==> config.mk <==
export PLATFORM = sky130hd
export DESIGN_NAME = uart_tx_arbiter_flat
export DESIGN_NICKNAME = d
export VERILOG_FILES = /design/src/rtl/uart_tx_arbiter_if.sv /design/src/rtl/uart_tx_arbiter.sv /design/src/flat_wrapper.sv
export SDC_FILE = /design/constraint.sdc
export NUM_CORES = 1
export LEC_CHECK = 0
export ABC_AREA = 1
export BUFFER_PORTS_ARGS = -buffer_cell sky130_fd_sc_hd__clkbuf_2
export CAP_MARGIN = 20
export CORE_MARGIN = 10
export CORE_UTILIZATION = 25
export DETAILED_ROUTE_END_ITERATION = 6
export PLACE_DENSITY_LB_ADDON = 0.2
export SLEW_MARGIN = 20
export SYNTH_ARGS = -nofsm -noshare
export SYNTH_HDL_FRONTEND = slang
export SYNTH_SLANG_ARGS = --single-unit
==> constraint.sdc <==
create_clock -name clk -period 4.82 [get_ports clk]
set_input_delay 0.964 -clock clk [delete_from_list [all_inputs] [get_ports clk]]
set_output_delay 0.964 -clock clk [all_outputs]
set_load 0.1 [all_outputs]
==> src/rtl/uart_tx_arbiter_if.sv <==
// uart_tx_arbiter_if: requester byte streams and uart_tx handshake for the shared transmitter.
//   req_valid/req_data/req_last : per-requester byte offer (data slice i at [i*PAYLOAD_BITS +: PAYLOAD_BITS])
//   req_ready                   : one-hot acceptance of the grantee's byte
//   tx_en/tx_data/tx_busy       : send strobe, byte and busy flag of uart_tx
//   grant_active/grant_id       : message in progress and its owner
//   msg_done                    : pulse once the final byte of a message has left the UART
//   slave  : the arbiter's view; master : the producers/uart_tx view
interface uart_tx_arbiter_if #(
    parameter int NUM_REQ      = 3,
    parameter int PAYLOAD_BITS = 8
);
    localparam int GW = (NUM_REQ > 1) ? $clog2(NUM_REQ) : 1;
    logic [NUM_REQ-1:0]              req_valid;
    logic [NUM_REQ*PAYLOAD_BITS-1:0] req_data;
    logic [NUM_REQ-1:0]              req_last;
    logic [NUM_REQ-1:0]              req_ready;
    logic                            tx_en;
    logic [PAYLOAD_BITS-1:0]         tx_data;
    logic                            tx_busy;
    logic                            grant_active;
    logic [GW-1:0]                   grant_id;
    logic                            msg_done;
    modport slave (
        input  req_valid, req_data, req_last, tx_busy,
        output req_ready, tx_en, tx_data, grant_active, grant_id, msg_done
    );
    modport master (
        output req_valid, req_data, req_last, tx_busy,
        input  req_ready, tx_en, tx_data, grant_active, grant_id, msg_done
    );
endinterface

==> src/rtl/uart_tx_arbiter.sv <==
// uart_tx_arbiter: message-granular round-robin sharing of one uart_tx among NUM_REQ byte streams.
//   clk   : system clock
//   reset : asynchronous active-high reset
//   bus   : uart_tx_arbiter_if.slave (requester offers/ready, uart_tx en/data/busy, grant status, msg_done)
//   UART_ARB_ID_PREFIX_EN : when defined, each message is preceded by header byte ID_BASE+grant_id
module uart_tx_arbiter #(
    parameter int                      NUM_REQ      = 3,
    parameter int                      PAYLOAD_BITS = 8,
    parameter logic [PAYLOAD_BITS-1:0] ID_BASE      = 8'h30
) (
    input logic              clk,
    input logic              reset,
    uart_tx_arbiter_if.slave bus
);
    localparam int GW = (NUM_REQ > 1) ? $clog2(NUM_REQ) : 1;
    typedef enum logic [2:0] {
        IDLE,
        ISSUE,
        WAIT_HI,
        WAIT_LO
`ifdef UART_ARB_ID_PREFIX_EN
        , HDR
`endif
    } state_t;
    state_t                  state, state_nx;
    logic [GW-1:0]           grant_id, ptr, winner, cand;
    logic                    grant_active, last_flag, msg_done;
    logic                    any_valid, fire, hdr_fire, done_nx;
    logic [PAYLOAD_BITS-1:0] slice [NUM_REQ];

    for (genvar i = 0; i < NUM_REQ; i++) begin : g_slice
        assign slice[i] = bus.req_data[i*PAYLOAD_BITS +: PAYLOAD_BITS];
    end

    // Scan from farthest to nearest so the valid requester closest after ptr wins.
    always_comb begin
        winner    = ptr;
        any_valid = 1'b0;
        cand      = '0;
        for (int k = NUM_REQ; k >= 1; k--) begin
            cand = GW'((int'(ptr) + k) % NUM_REQ);
            if (bus.req_valid[cand]) begin
                winner    = cand;
                any_valid = 1'b1;
            end
        end
    end

    assign fire = state == ISSUE && bus.req_valid[grant_id] && !bus.tx_busy;
`ifdef UART_ARB_ID_PREFIX_EN
    assign hdr_fire = state == HDR && !bus.tx_busy;
`else
    assign hdr_fire = 1'b0;
`endif
    assign done_nx = state == WAIT_LO && !bus.tx_busy && last_flag;

    assign bus.tx_en        = fire || hdr_fire;
    assign bus.tx_data      = fire ? slice[grant_id] : hdr_fire ? ID_BASE + PAYLOAD_BITS'(grant_id) : '0;
    assign bus.req_ready    = fire ? NUM_REQ'(1) << grant_id : '0;
    assign bus.grant_active = grant_active;
    assign bus.grant_id     = grant_id;
    assign bus.msg_done     = msg_done;

    always_comb begin
        state_nx = state;
        case (state)
`ifdef UART_ARB_ID_PREFIX_EN
            IDLE:    state_nx = any_valid ? HDR : IDLE;
            HDR:     state_nx = hdr_fire ? WAIT_HI : HDR;
`else
            IDLE:    state_nx = any_valid ? ISSUE : IDLE;
`endif
            ISSUE:   state_nx = fire ? WAIT_HI : ISSUE;
            WAIT_HI: state_nx = bus.tx_busy ? WAIT_LO : WAIT_HI;
            WAIT_LO: state_nx = bus.tx_busy ? WAIT_LO : last_flag ? IDLE : ISSUE;
            default: state_nx = IDLE;
        endcase
    end

    always_ff @(posedge clk or posedge reset) begin
        if (reset) begin
            state        <= IDLE;
            grant_id     <= '0;
            grant_active <= 1'b0;
            ptr          <= GW'(NUM_REQ - 1);
            last_flag    <= 1'b0;
            msg_done     <= 1'b0;
        end else begin
            state    <= state_nx;
            msg_done <= done_nx;
            if (state == IDLE && any_valid) begin
                grant_id     <= winner;
                ptr          <= winner;
                grant_active <= 1'b1;
            end else if (done_nx) begin
                grant_active <= 1'b0;
            end
            if (fire) last_flag <= bus.req_last[grant_id];
            else if (hdr_fire) last_flag <= 1'b0;
        end
    end
endmodule
==> src/flat_wrapper.sv <==
// flat-port wrapper written by rule: the top's interface ports become plain ports
module uart_tx_arbiter_flat 
#(
    parameter int                      NUM_REQ      = 3,
    parameter int                      PAYLOAD_BITS = 8,
    parameter logic [PAYLOAD_BITS-1:0] ID_BASE      = 8'h30
)
  (clk, reset, bus_req_valid, bus_req_data, bus_req_last, bus_tx_busy, bus_req_ready, bus_tx_en, bus_tx_data, bus_grant_active, bus_grant_id, bus_msg_done);
  uart_tx_arbiter_if #(.NUM_REQ(NUM_REQ), .PAYLOAD_BITS(PAYLOAD_BITS)) bus_i ();
  input logic clk;
  input logic reset;
  input wire logic [$bits(bus_i.req_valid)-1:0] bus_req_valid;
  input wire logic [$bits(bus_i.req_data)-1:0] bus_req_data;
  input wire logic [$bits(bus_i.req_last)-1:0] bus_req_last;
  input wire logic [$bits(bus_i.tx_busy)-1:0] bus_tx_busy;
  output wire logic [$bits(bus_i.req_ready)-1:0] bus_req_ready;
  output wire logic [$bits(bus_i.tx_en)-1:0] bus_tx_en;
  output wire logic [$bits(bus_i.tx_data)-1:0] bus_tx_data;
  output wire logic [$bits(bus_i.grant_active)-1:0] bus_grant_active;
  output wire logic [$bits(bus_i.grant_id)-1:0] bus_grant_id;
  output wire logic [$bits(bus_i.msg_done)-1:0] bus_msg_done;
  assign bus_i.req_valid = bus_req_valid;
  assign bus_i.req_data = bus_req_data;
  assign bus_i.req_last = bus_req_last;
  assign bus_i.tx_busy = bus_tx_busy;
  assign bus_req_ready = bus_i.req_ready;
  assign bus_tx_en = bus_i.tx_en;
  assign bus_tx_data = bus_i.tx_data;
  assign bus_grant_active = bus_i.grant_active;
  assign bus_grant_id = bus_i.grant_id;
  assign bus_msg_done = bus_i.msg_done;
  uart_tx_arbiter #(.NUM_REQ(NUM_REQ), .PAYLOAD_BITS(PAYLOAD_BITS), .ID_BASE(ID_BASE)) u_core (.clk(clk), .reset(reset), .bus(bus_i));
endmodule
# After elaboration in Yosys (flattened, before gate mapping)
# Cells that the tools add are included.
# word_totals
reg_bits	10
in_bits	33
output_inout_bits	16
elab_cells	59
# op_classes
addsub	3
div	3
n_lt_le_gt_ge	5
n_eq_ne	3
shift	1
n_mux	29
bitwise	1
n_reduce_logical	8
# op_table
op	n
$mod A32 B3 Y32 const B	3
$mux W8	3
$bmux W8 S2	1
$mux W1	13
$lt A2 B3 Y1 const B	4
$pmux W3 S4	1
$bmux W1 S2	5
$mux W2	4
$add A2 B2 Y3 const B	2
$eq A3 B2 Y1 const B	2
$mux W3	2
$logic_and A1 B1 Y1	5
$add A2 B1 Y3 const B	1
$eq A3 B1 Y1 const B	1
$ge A3 B3 Y1 const B	1
$logic_not A3 Y1	1
$not A2 Y3	1
$shl A1 B2 Y3 const A	1
$reduce_bool A2 Y1	1
$logic_not A1 Y1	1

# Longest topological paths before layout
# Gate-level depths: netlist of the first run.
# logic_depth
ltp_word	9
mapped_depth	12
depth_no_buf	11

# Worst setup path after synthesis of the first run
# Ideal clock, no wire load.
# synth_timing
path_kind	register to output
startpoint	reg u_core.grant_id[1], in the netlist u_core.bus.grant_id[1]
endpoint	out bus_req_ready[0]
arrival_ns	3.634
required_time_ns	3.856
slack_ns	0.222
stages_incl_launch_ff	8
n_path_buf	1
cell_sequence	dfrtp_1 > buf_6 > inv_2 > nor2_4 > nand2_1 > o211ai_2 > nand2_2 > nor3_1
# synth_via
elab_chain_len	5
word_cells_on_any_way	6
classes_between	1 x shift; 3 x mux; 2 x reduce/logical
# synth_rtl
element	line	text
start: declaration	uart_tx_arbiter.sv:26	logic [GW-1:0] grant_id, ptr, winner, cand;
start signal: assignment	uart_tx_arbiter.sv:92	grant_id <= winner;
$bmux W1 S2	uart_tx_arbiter.sv:49	assign fire = state == ISSUE && bus.req_valid[grant_id] && !bus.tx_busy;
$mux W1 (not written as such)	uart_tx_arbiter.sv:49	
$logic_and A1 B1 Y1 (2 in a row)	uart_tx_arbiter.sv:49	
$mux W3 (*)	uart_tx_arbiter.sv:59	assign bus.req_ready = fire ? NUM_REQ'(1) << grant_id : '0;
end: declaration	flat_wrapper.sv:16	output wire logic [$bits(bus_i.req_ready)-1:0] bus_req_ready;
# Every way passes the cells marked *; elsewhere a longest branch is shown, timed or not. The select of a mux whose other input is x is not followed.

# Final worst setup path of the first run
# layout_timing
startpoint	in bus_tx_busy
endpoint	out bus_req_ready[0]
# layout_via
elab_chain_len	3
# layout_rtl
element	line	text
start: declaration	flat_wrapper.sv:15	input wire logic [$bits(bus_i.tx_busy)-1:0] bus_tx_busy;
$logic_not A1 Y1	uart_tx_arbiter.sv:49	
$logic_and A1 B1 Y1	uart_tx_arbiter.sv:49	
$mux W3	uart_tx_arbiter.sv:59	
# Every way passes these cells.

==> results of run 1 <==
## per-stage QoR
step	worst slack (ps)	cells	total power, W	utilization (%)	instance area, um2
after global routing	1303	228	0.0007552	35.84	1121
final	1462	228	0.0006887	35.84	1121
after detailed placement	1450	224	0.0006385	35.00	1095
after global placement	1489	224	0.0006276	35.00	1095
after floorplan	222.0	136	0.0005628	-	840.8
after CTS	1452	228	0.0006968	35.84	1121
## metal layers
metal  global-route usage [%]  vias up  part of all wire, %
met4                    2.688        0                 0.69
li1                         -      524                    -
met3                    3.687        4                  7.3
met1                    10.00      447                   43
met5                        0        -                    0
met2                    15.75       31                   49
## critical path, delay by kind of cell
kind	cells	cell delay [ps]
AND/OR/NAND/NOR	4	850
buffers and inverters	2	570
## cells in the mapped netlist, types with 2 or more instances
| master | count | share of area, % |
|---|---|---|
| nand2_1 | 52 | 23 |
| inv_1 | 20 | 8.9 |
| nand3_1 | 11 | 6.5 |
| a21oi_1 | 10 | 6.0 |
| nor2_1 | 9 | 4.0 |
| dfrtp_1 | 7 | 21 |
| nor3_1 | 4 | 2.4 |
| o21ai_0 | 4 | 2.4 |
| a31oi_2 | 3 | 4.5 |
| buf_6 | 3 | 4.0 |
| ha_1 | 3 | 4.5 |
| nand2_2 | 2 | 1.5 |
## power groups by stage
stage / sequential [W] / combinational [W] / clock (W)
final: 0.000132 / 0.000501 / 0.0000558
after global routing: 0.000139 / 0.000551 / 0.0000652
after CTS: 0.000133 / 0.000506 / 0.0000579
after detailed placement: 0.000133 / 0.000505 / 0
after global placement: 0.000132 / 0.000495 / 0
after floorplan: 0.000162 / 0.000401 / 0
## sequential cells by signal, indices dropped and copies added (netlist names)
register,flops
u_core.ptr,2
u_core.state,2
u_core.bus.grant_active,1
u_core.bus.grant_id,1
u_core.bus.msg_done,1
u_core.last_flag,1
## worst max-delay path by stage
stage	startpoint	endpoint
global route	bus_tx_busy	bus_req_ready[2]
detailed placement	bus_tx_busy	bus_req_ready[0]
finish	bus_tx_busy	bus_req_ready[0]
floorplan	u_core.bus.grant_id[1]	bus_req_ready[0]
global placement	bus_tx_busy	bus_req_ready[0]
CTS	bus_tx_busy	bus_req_ready[0]
## layout make-up
class	count	area, um2
timing repair buffer	48	240.2
fill	358	2007
tap	44	55.05
multi-input combinational	103	519.2
sequential	8	201.4
clock buffer	4	26.28
inverter	21	78.83
## cells by family (layout without fill, tap and decap cells)
logic type / Yosys count / after routing / share of synthesized area [%]
buffers and inverters: 25 / 73 / 14.29
and+or+nand+nor: 81 / 81 / 40.48
AOI/OAI and AO/OA: 19 / 19 / 16.82
adders and majority gates: 3 / 3 / 4.465
DFF: 8 / 8 / 23.96
==> flow_metrics.tcl, run 1 <==
set metrics [dict create \
    die_h_um 78.00 \
    fin_nets 221 \
    hold_slack_ps 505.5 \
    wl_per_cell_um 12.11 \
    antenna_left 0 \
    layout_common_cells "nand2_1, clkbuf_2, inv_1" \
    arrival_ps 2390 \
    crit_required_ps 3860 \
    p_sw_share_pct 64.68 \
    syn_avg_cell_area_um2 6.182 \
    pin_count 49 \
    grt_usage_pct 9.108 \
    tns_ps 0 \
    io_buffers 48 \
    ys_ff_latch 8 \
    vias 1006 \
    clkSinkCount 8 \
    numCtsBuffers 3 \
    grt_max_degree 15 \
    cp_common_cell "clkbuf_2" \
    antenna_found_initial 0 \
    r2r_slack_ps 2660 \
    synthArstFlopShare_pct 100.0 \
    rsz0062_at_grt "no" \
    coreArea_um2 3128 \
    vias_per_cell 4.412 \
    overflow 0 \
    max_slew_margin_pct 63.07 \
    ctsResizeCount 0 \
    hold_viol_final 0 \
    netlist_instances 136 \
    yosysSeqAreaShare_pct 23.96 \
    worstMarginPinSlew_ps 556.3 \
    setup_viol 0 \
    hp-start "u_core.ptr[1]" \
    hp-class "reg -> reg" \
    ys.flop_type "dfrtp_1" \
    max_stage_delay_ps 490 \
    clkTransAtPathRegs_ps 50 \
    grt_pass1_wl_um 4595 \
    tritoncts "yes" \
    place_congestion 0.7671 \
    whs_endpoint "u_core.ptr[1]" \
    p_leak_nw 0.6539 \
    crit_fanout 14 \
    syn_area_um2 840.8 \
    clockBufferDepth 2 \
    crit_path_end_kind "output port" \
    r2r-start "u_core.ptr[0]" \
    grt_pass1_vias 1030 \
    cts_setup_buffers 0 \
    syn_to_final_growth_pct 33.33 \
    post-route-min-period_ps 3358 \
    critical_path_class "in -> out" \
    synth_edf_count 0 \
    clk_latency_ps 260 \
    worst_path_max_delay_cell "clkbuf_2" \
    p_int_w 0.0002432 \
    p_clk_share_pct 8.1 \
    worstSetupStartpointType "input pin" \
    reg2reg_depth 9 \
    maxCapViolCount 0 \
    cts-root-buf "clkbuf_4" \
    cts_htree_levels 1 \
    reg2reg_to "u_core.bus.grant_active" \
    switchingPower_w 0.0004455 \
    antenna_cells 0 \
    drc 0 \
    rows 20 \
    hpwl_um 2386 \
    ir_drop_v 0.0002839 \
    powerDensity_nw_per_um2 614.4 \
    synth_nets 172 \
    crit_chain "clkbuf_2 > or2_2 > nor2_1 > nand2_2 > nor3_1 > clkbuf_2" \
    dieArea_um2 6083 \
    drive_gt1_share_pct 34.24 \
    fmax_mhz 297.8 \
    layout_commonest_cell "nand2_1" \
    postCtsHoldBufs 0 \
    period_share_pct 69.66 \
    pwr-share-comb_pct 72.7 \
    fin_worst_skew_ps 6.400 \
    drtIter0Drc 44 \
    start_util_pct 26.88 \
    drtPass1Iterations 4 \
    final_max_slew_viol_count 0 \
    hold_path_depth 2 \
    synth_cell_type_count 20 \
    yosys_warnings 0 \
    seq_power_share_pct 19.2 \
    routed_wl_um 2762 \
    die_w_um 78.00 \
    status "finished, final reports clean" \
]
Note: power is estimated with default switching activity, not from simulation.
==> inputs of run 2 (changes only) <==
--- a/config.mk
+++ b/config.mk
@@ -5,7 +5,7 @@
 export SDC_FILE = /design/constraint.sdc
 export NUM_CORES = 1
 export LEC_CHECK = 0
-export ABC_AREA = 1
+export ABC_AREA = 0
 export BUFFER_PORTS_ARGS = -buffer_cell sky130_fd_sc_hd__clkbuf_2
 export CAP_MARGIN = 20
 export CORE_MARGIN = 10
==> constraint.sdc (replaced) <==
create_clock -name clk -period 3.4 [get_ports clk]
set_input_delay 0.68 -clock clk [delete_from_list [all_inputs] [get_ports clk]]
set_output_delay 0.68 -clock clk [all_outputs]
set_load 0.1 [all_outputs]
==> flow_metrics.tcl, run 2 <==
set metrics [dict create \
    syn_area_um2 869.6 \
    p_int_w 0.0001597 \
    clkSinkCount 8 \
    pin_count 49 \
    top_regs "u_core.ptr: 2 flops, u_core.state: 2 flops" \
    synth_cell_type_count 36 \
    drc 0 \
    maxCapViolCount 0 \
    netlist_instances 98 \
    pwr-share-comb_pct 16.8 \
    wl_per_cell_um 14.34 \
    ctsResizeCount 0 \
    synthArstFlopShare_pct 100.0 \
    arrival_ps 2350 \
    yosysMostFrequentCell "mux2i_1" \
    period_share_pct 89.01 \
    place_congestion 0.7401 \
    fin_nets 182 \
    seq_power_share_pct 45.1 \
    crit_chain "mux2i_1 > nor2_1 > nand2_1 > o2bb2ai_1 > clkbuf_2" \
    rows 21 \
    cts-root-buf "clkbuf_4" \
    setup_viol 0 \
    critical_path_class "reg -> out" \
    synth_nets 134 \
    yosysSeqAreaShare_pct 23.17 \
    grt_usage_pct 8.218 \
    fin_cells 191 \
    status "finished, final reports clean" \
    grt_pass1_wl_um 4326 \
    p_leak_nw 0.6567 \
    drive_gt1_share_pct 44.14 \
    p_sw_share_pct 24.36 \
    hpwl_um 2315 \
    antenna_cells 0 \
    die_h_um 78.98 \
    max_stage_delay_ps 800 \
    worstMarginPinSlew_ps 712.4 \
    ir_drop_v 0.00006990 \
    crit_path_end_kind "output port" \
    grt_pass1_vias 870 \
    switchingPower_w 0.00005142 \
    clkTransAtPathRegs_ps 60 \
    vias 864 \
    synth_area_leaders "dfrtp_1, mux2i_1, nor2_1" \
    synth_top_area_share_pct 20.14 \
    start_util_pct 26.06 \
    fin_worst_skew_ps 5.833 \
    crit_required_ps 2720 \
    max_slew_margin_pct 52.50 \
    cts_htree_levels 1 \
    postCtsHoldBufs 0 \
    hold_viol_final 0 \
    rsz0062_at_grt "no" \
    dieArea_um2 6237 \
    grt_max_degree 16 \
    synth_common_cells "mux2i_1, nor2_1, dfrtp_1, nand2_1, a21oi_1" \
    ys_ff_latch 8 \
    yosys_warnings 0 \
    hp-class "in -> async" \
    drtPass1Iterations 4 \
    cts_setup_buffers 0 \
    io_buffers 48 \
    fmax_mhz 330.4 \
    layout_commonest_cell "clkbuf_2" \
    overflow 0 \
    layout_common_cells "clkbuf_2, mux2i_1, nor2_1" \
    powerDensity_nw_per_um2 182.8 \
    post-route-min-period_ps 3026 \
    drtIter0Drc 65 \
    clk_latency_ps 260 \
    worstSetupStartpointType "flip-flop" \
    synth_edf_count 0 \
    antenna_left 0 \
    tns_ps 0 \
    syn_to_final_growth_pct 32.81 \
    placed_cells_incl_taps 187 \
    die_w_um 78.98 \
    numCtsBuffers 3 \
    ys.flop_type "dfrtp_1" \
    yosys.area.top_type "dfrtp_1" \
    antenna_found_initial 0 \
    clockBufferDepth 2 \
    p_clk_share_pct 38.0 \
    coreArea_um2 3337 \
    worst_path_max_delay_cell "dfrtp_1" \
    syn_avg_cell_area_um2 8.873 \
    vias_per_cell 4.524 \
    routed_wl_um 2739 \
    crit_fanout 15 \
    tritoncts "yes" \
    final_max_slew_viol_count 0 \
]
-- run 2: cell families after synthesis --
family                     synth area share, %
and+or+nand+nor                          21.44
AOI/OAI and AO/OA                        25.32
muxes                                    17.84
buffers and inverters                    7.913
DFF                                      23.17
adders and majority gates                4.317
-- run 2: worst paths after layout --
path / start / to / slack, ps / cells after the start
worst max-delay path: u_core.ptr[0] / bus_tx_data[7] / 370 / 5
worst min-delay path: reset / u_core.bus.grant_active / 340 / 2
worst max register to register: u_core.ptr[0] / u_core.ptr[1] / 840 / 6
worst min register to register: u_core.bus.grant_active / u_core.bus.grant_active / 520 / 2
max in group asynchronous: reset / u_core.ptr[1] / 2770 / 2
min in group clk: u_core.bus.grant_active / u_core.bus.grant_active / 520 / 2
-- run 2: layer usage --
layer / up-vias / global-route usage, % / part of all wire, %
li1: 440 / - / -
met1: 405 / 10.12 / 44
met2: 17 / 14.03 / 52
met3: 2 / 2.477 / 3.9
met4: 0 / 1.075 / 0.37
met5: - / 0 / 0
-- run 2: per-stage QoR --
stage / power, W / setup slack, ps / hold slack [ps] / util (%) / instance area, um2
6_report: 0.0002111 / 373.8 / 336.4 / 34.61 / 1155
5_1_grt: 0.0002231 / 140.5 / 354.4 / 34.61 / 1155
4_1_cts: 0.0002157 / 347.3 / 337.2 / 34.61 / 1155
3_5_place_dp: 0.0001329 / 571.7 / 502.9 / 33.82 / 1129
3_3_place_gp: 0.0001318 / 589.5 / 503.0 / 33.82 / 1129
2_1_floorplan: 0.0001100 / -227.5 / 483.7 / - / 877.1
-- run 2: layout make-up --
| type | count | area (um2) |
|---|---|---|
| Inverter | 6 | 22.52 |
| Timing Repair Buffer | 48 | 240.2 |
| Multi-Input combinational cell | 79 | 606.8 |
| Clock buffer | 4 | 26.28 |
| Sequential cell | 8 | 201.4 |
| Tap cell | 46 | 57.56 |
| Fill cell | 373 | 2182 |
-- run 2: power by group through the flow --
stage	clock (W)	combinational (W)	sequential, W
after floorplan	0	0.0000131	0.0000970
after global placement	0	0.0000349	0.0000970
after detailed placement	0	0.0000359	0.0000970
after CTS	0.0000844	0.0000361	0.0000952
after global routing	0.0000881	0.0000399	0.0000952
final	0.0000803	0.0000355	0.0000953
-- run 2: worst max-delay path: cells and delay by family (launching register included) --
kind            cells  cell delay [ps]
simple gates        2              450
mux                 1              160
flops               1              800
buf+inv             1              480
compound gates      1              190
==> inputs of run 3 (changes only) <==
--- a/config.mk
+++ b/config.mk
@@ -11,7 +11,7 @@
 export CORE_MARGIN = 10
 export CORE_UTILIZATION = 25
 export DETAILED_ROUTE_END_ITERATION = 6
-export PLACE_DENSITY_LB_ADDON = 0.2
+export SETUP_SLACK_MARGIN = 0.3
 export SLEW_MARGIN = 20
 export SYNTH_ARGS = -nofsm -noshare
 export SYNTH_HDL_FRONTEND = slang
==> constraint.sdc (replaced) <==
create_clock -name clk -period 2.5 [get_ports clk]
set_input_delay 0.5 -clock clk [delete_from_list [all_inputs] [get_ports clk]]
set_output_delay 0.5 -clock clk [all_outputs]
set_load 0.1 [all_outputs]
==> flow_metrics.tcl, run 3 (synthesis gave the netlist of run 2 again) <==
set metrics [dict create \
    status "finished, final reports clean" \
    numCtsBuffers 3 \
    layout_commonest_cell "clkbuf_2" \
    clkSinkCount 8 \
    grt_usage_pct 7.832 \
    n_fill_cell 322 \
    powerDensity_nw_per_um2 190.9 \
    r2r_slack_ps 450 \
    top_regs "u_core.ptr: 2 flops, u_core.state: 2 flops" \
    dieArea_um2 6237 \
    grt_pass1_wl_um 4029 \
    coreArea_um2 3337 \
    maxCapViolCount 0 \
    post-route-min-period_ps 2141 \
    p_leak_nw 0.7585 \
    hp-class "in -> async" \
    die_w_um 78.98 \
    max_slew_margin_pct 63.79 \
    fmax_mhz 467.1 \
    clk_latency_ps 260 \
    fin_nets 186 \
    drc 0 \
    wl_per_cell_um 13.78 \
    critical_path_class "reg -> out" \
    antenna_left 0 \
    pin_count 49 \
    fin_worst_skew_ps 2.631 \
    start_util_pct 26.06 \
    clockBufferDepth 2 \
    syn_to_final_growth_pct 76.83 \
    rsz0062_at_grt "yes" \
    io_buffers 48 \
    vias 901 \
    period_share_pct 85.64 \
    rows 21 \
    crit_required_ps 2000 \
    worstSetupStartpointType "flip-flop" \
    antenna_found_initial 0 \
    routed_wl_um 2688 \
    tns_ps 0 \
    grt_pass1_vias 910 \
    drtIter0Drc 21 \
    hpwl_um 2264 \
    ir_drop_v 0.0001009 \
    layout_common_cells "clkbuf_2, mux2i_1, buf_12" \
    overflow 0 \
    antenna_cells 0 \
    cts-root-buf "clkbuf_4" \
    tritoncts "yes" \
    p_total_w 0.0002935 \
    reg2reg_depth 6 \
    crit_path_end_kind "output port" \
    hold_viol_final 0 \
    crit_fanout 8 \
    cts_htree_levels 1 \
    vias_per_cell 4.621 \
    worstMarginPinSlew_ps 545.4 \
    die_h_um 78.98 \
    clkTransAtPathRegs_ps 60 \
    place_congestion 0.7832 \
    setup_viol 0 \
    grt_max_degree 12 \
    drtPass1Iterations 4 \
    final_max_slew_viol_count 0 \
    drive_gt1_share_pct 56.38 \
    arrival_ps 1640 \
]
[run 3: layout make-up]
| cell class | instances | area, um2 | share of cell area (%) |
|---|---|---|---|
| inverters | 6 | 22.52 | 1.465 |
| well taps | 46 | 57.56 | 3.743 |
| multi-input cells | 79 | 770.7 | 50.12 |
| repair buffers | 52 | 454.2 | 29.54 |
| clock buffers | 4 | 26.28 | 1.709 |
| flip-flops and latches | 8 | 206.4 | 13.43 |
[run 3: where the power goes]
part           switching [W]  leakage [nW]  internal, W
clock              0.0000478        0.0150    0.0000613
combinational      0.0000276         0.651    0.0000272
sequential                 0        0.0926     0.000130
[run 3: per-layer routing]
layer / vias up / routed length (um) / GRT usage (%)
met4: 0 / 23 / 4.659
met5: - / 0 / 0
li1: 449 / - / -
met3: 2 / 273 / 3.041
met2: 43 / 1182 / 12.81
met1: 407 / 1209 / 8.393
[run 3: final timing paths]
kind	from	endpoint
worst max-delay path	u_core.bus.grant_id[1]	bus_tx_data[6]
min in group clk	u_core.ptr[1]	u_core.ptr[1]
worst max register to register	u_core.ptr[0]	u_core.ptr[1]
worst min-delay path	reset	u_core.last_flag
worst min register to register	u_core.ptr[1]	u_core.ptr[1]
max in group asynchronous	reset	u_core.ptr[1]
[run 3: per-stage QoR]
stage / cells / hold slack (ps) / area [um2] / setup slack (ps) / util, %
floorplan: 98 / 315.0 / 1037 / 293.6 / -
global placement: 188 / 435.9 / 1461 / 348.5 / 43.79
detailed placement: 188 / 448.8 / 1461 / 320.6 / 43.79
CTS: 193 / 171.6 / 1503 / 322.2 / 45.03
global route: 195 / 178.1 / 1538 / 287.1 / 46.08
finish: 195 / 157.3 / 1538 / 358.9 / 46.08
[run 3: timing repair]
item	4_1_cts	5_1_grt
hold buffers	0	0
pin swaps	0	2
buffers inserted	1	2
gates cloned	0	0
resized for setup	3	5
endpoints found under the setup margin	11	10
[run 3: critical path, cell delays in order, from the launching register on]
cell and delay (ps):
dfrtp_4 480, nor2b_4 170, and2_4 160, and2_4 250
o2bb2ai_4 150, buf_12 190
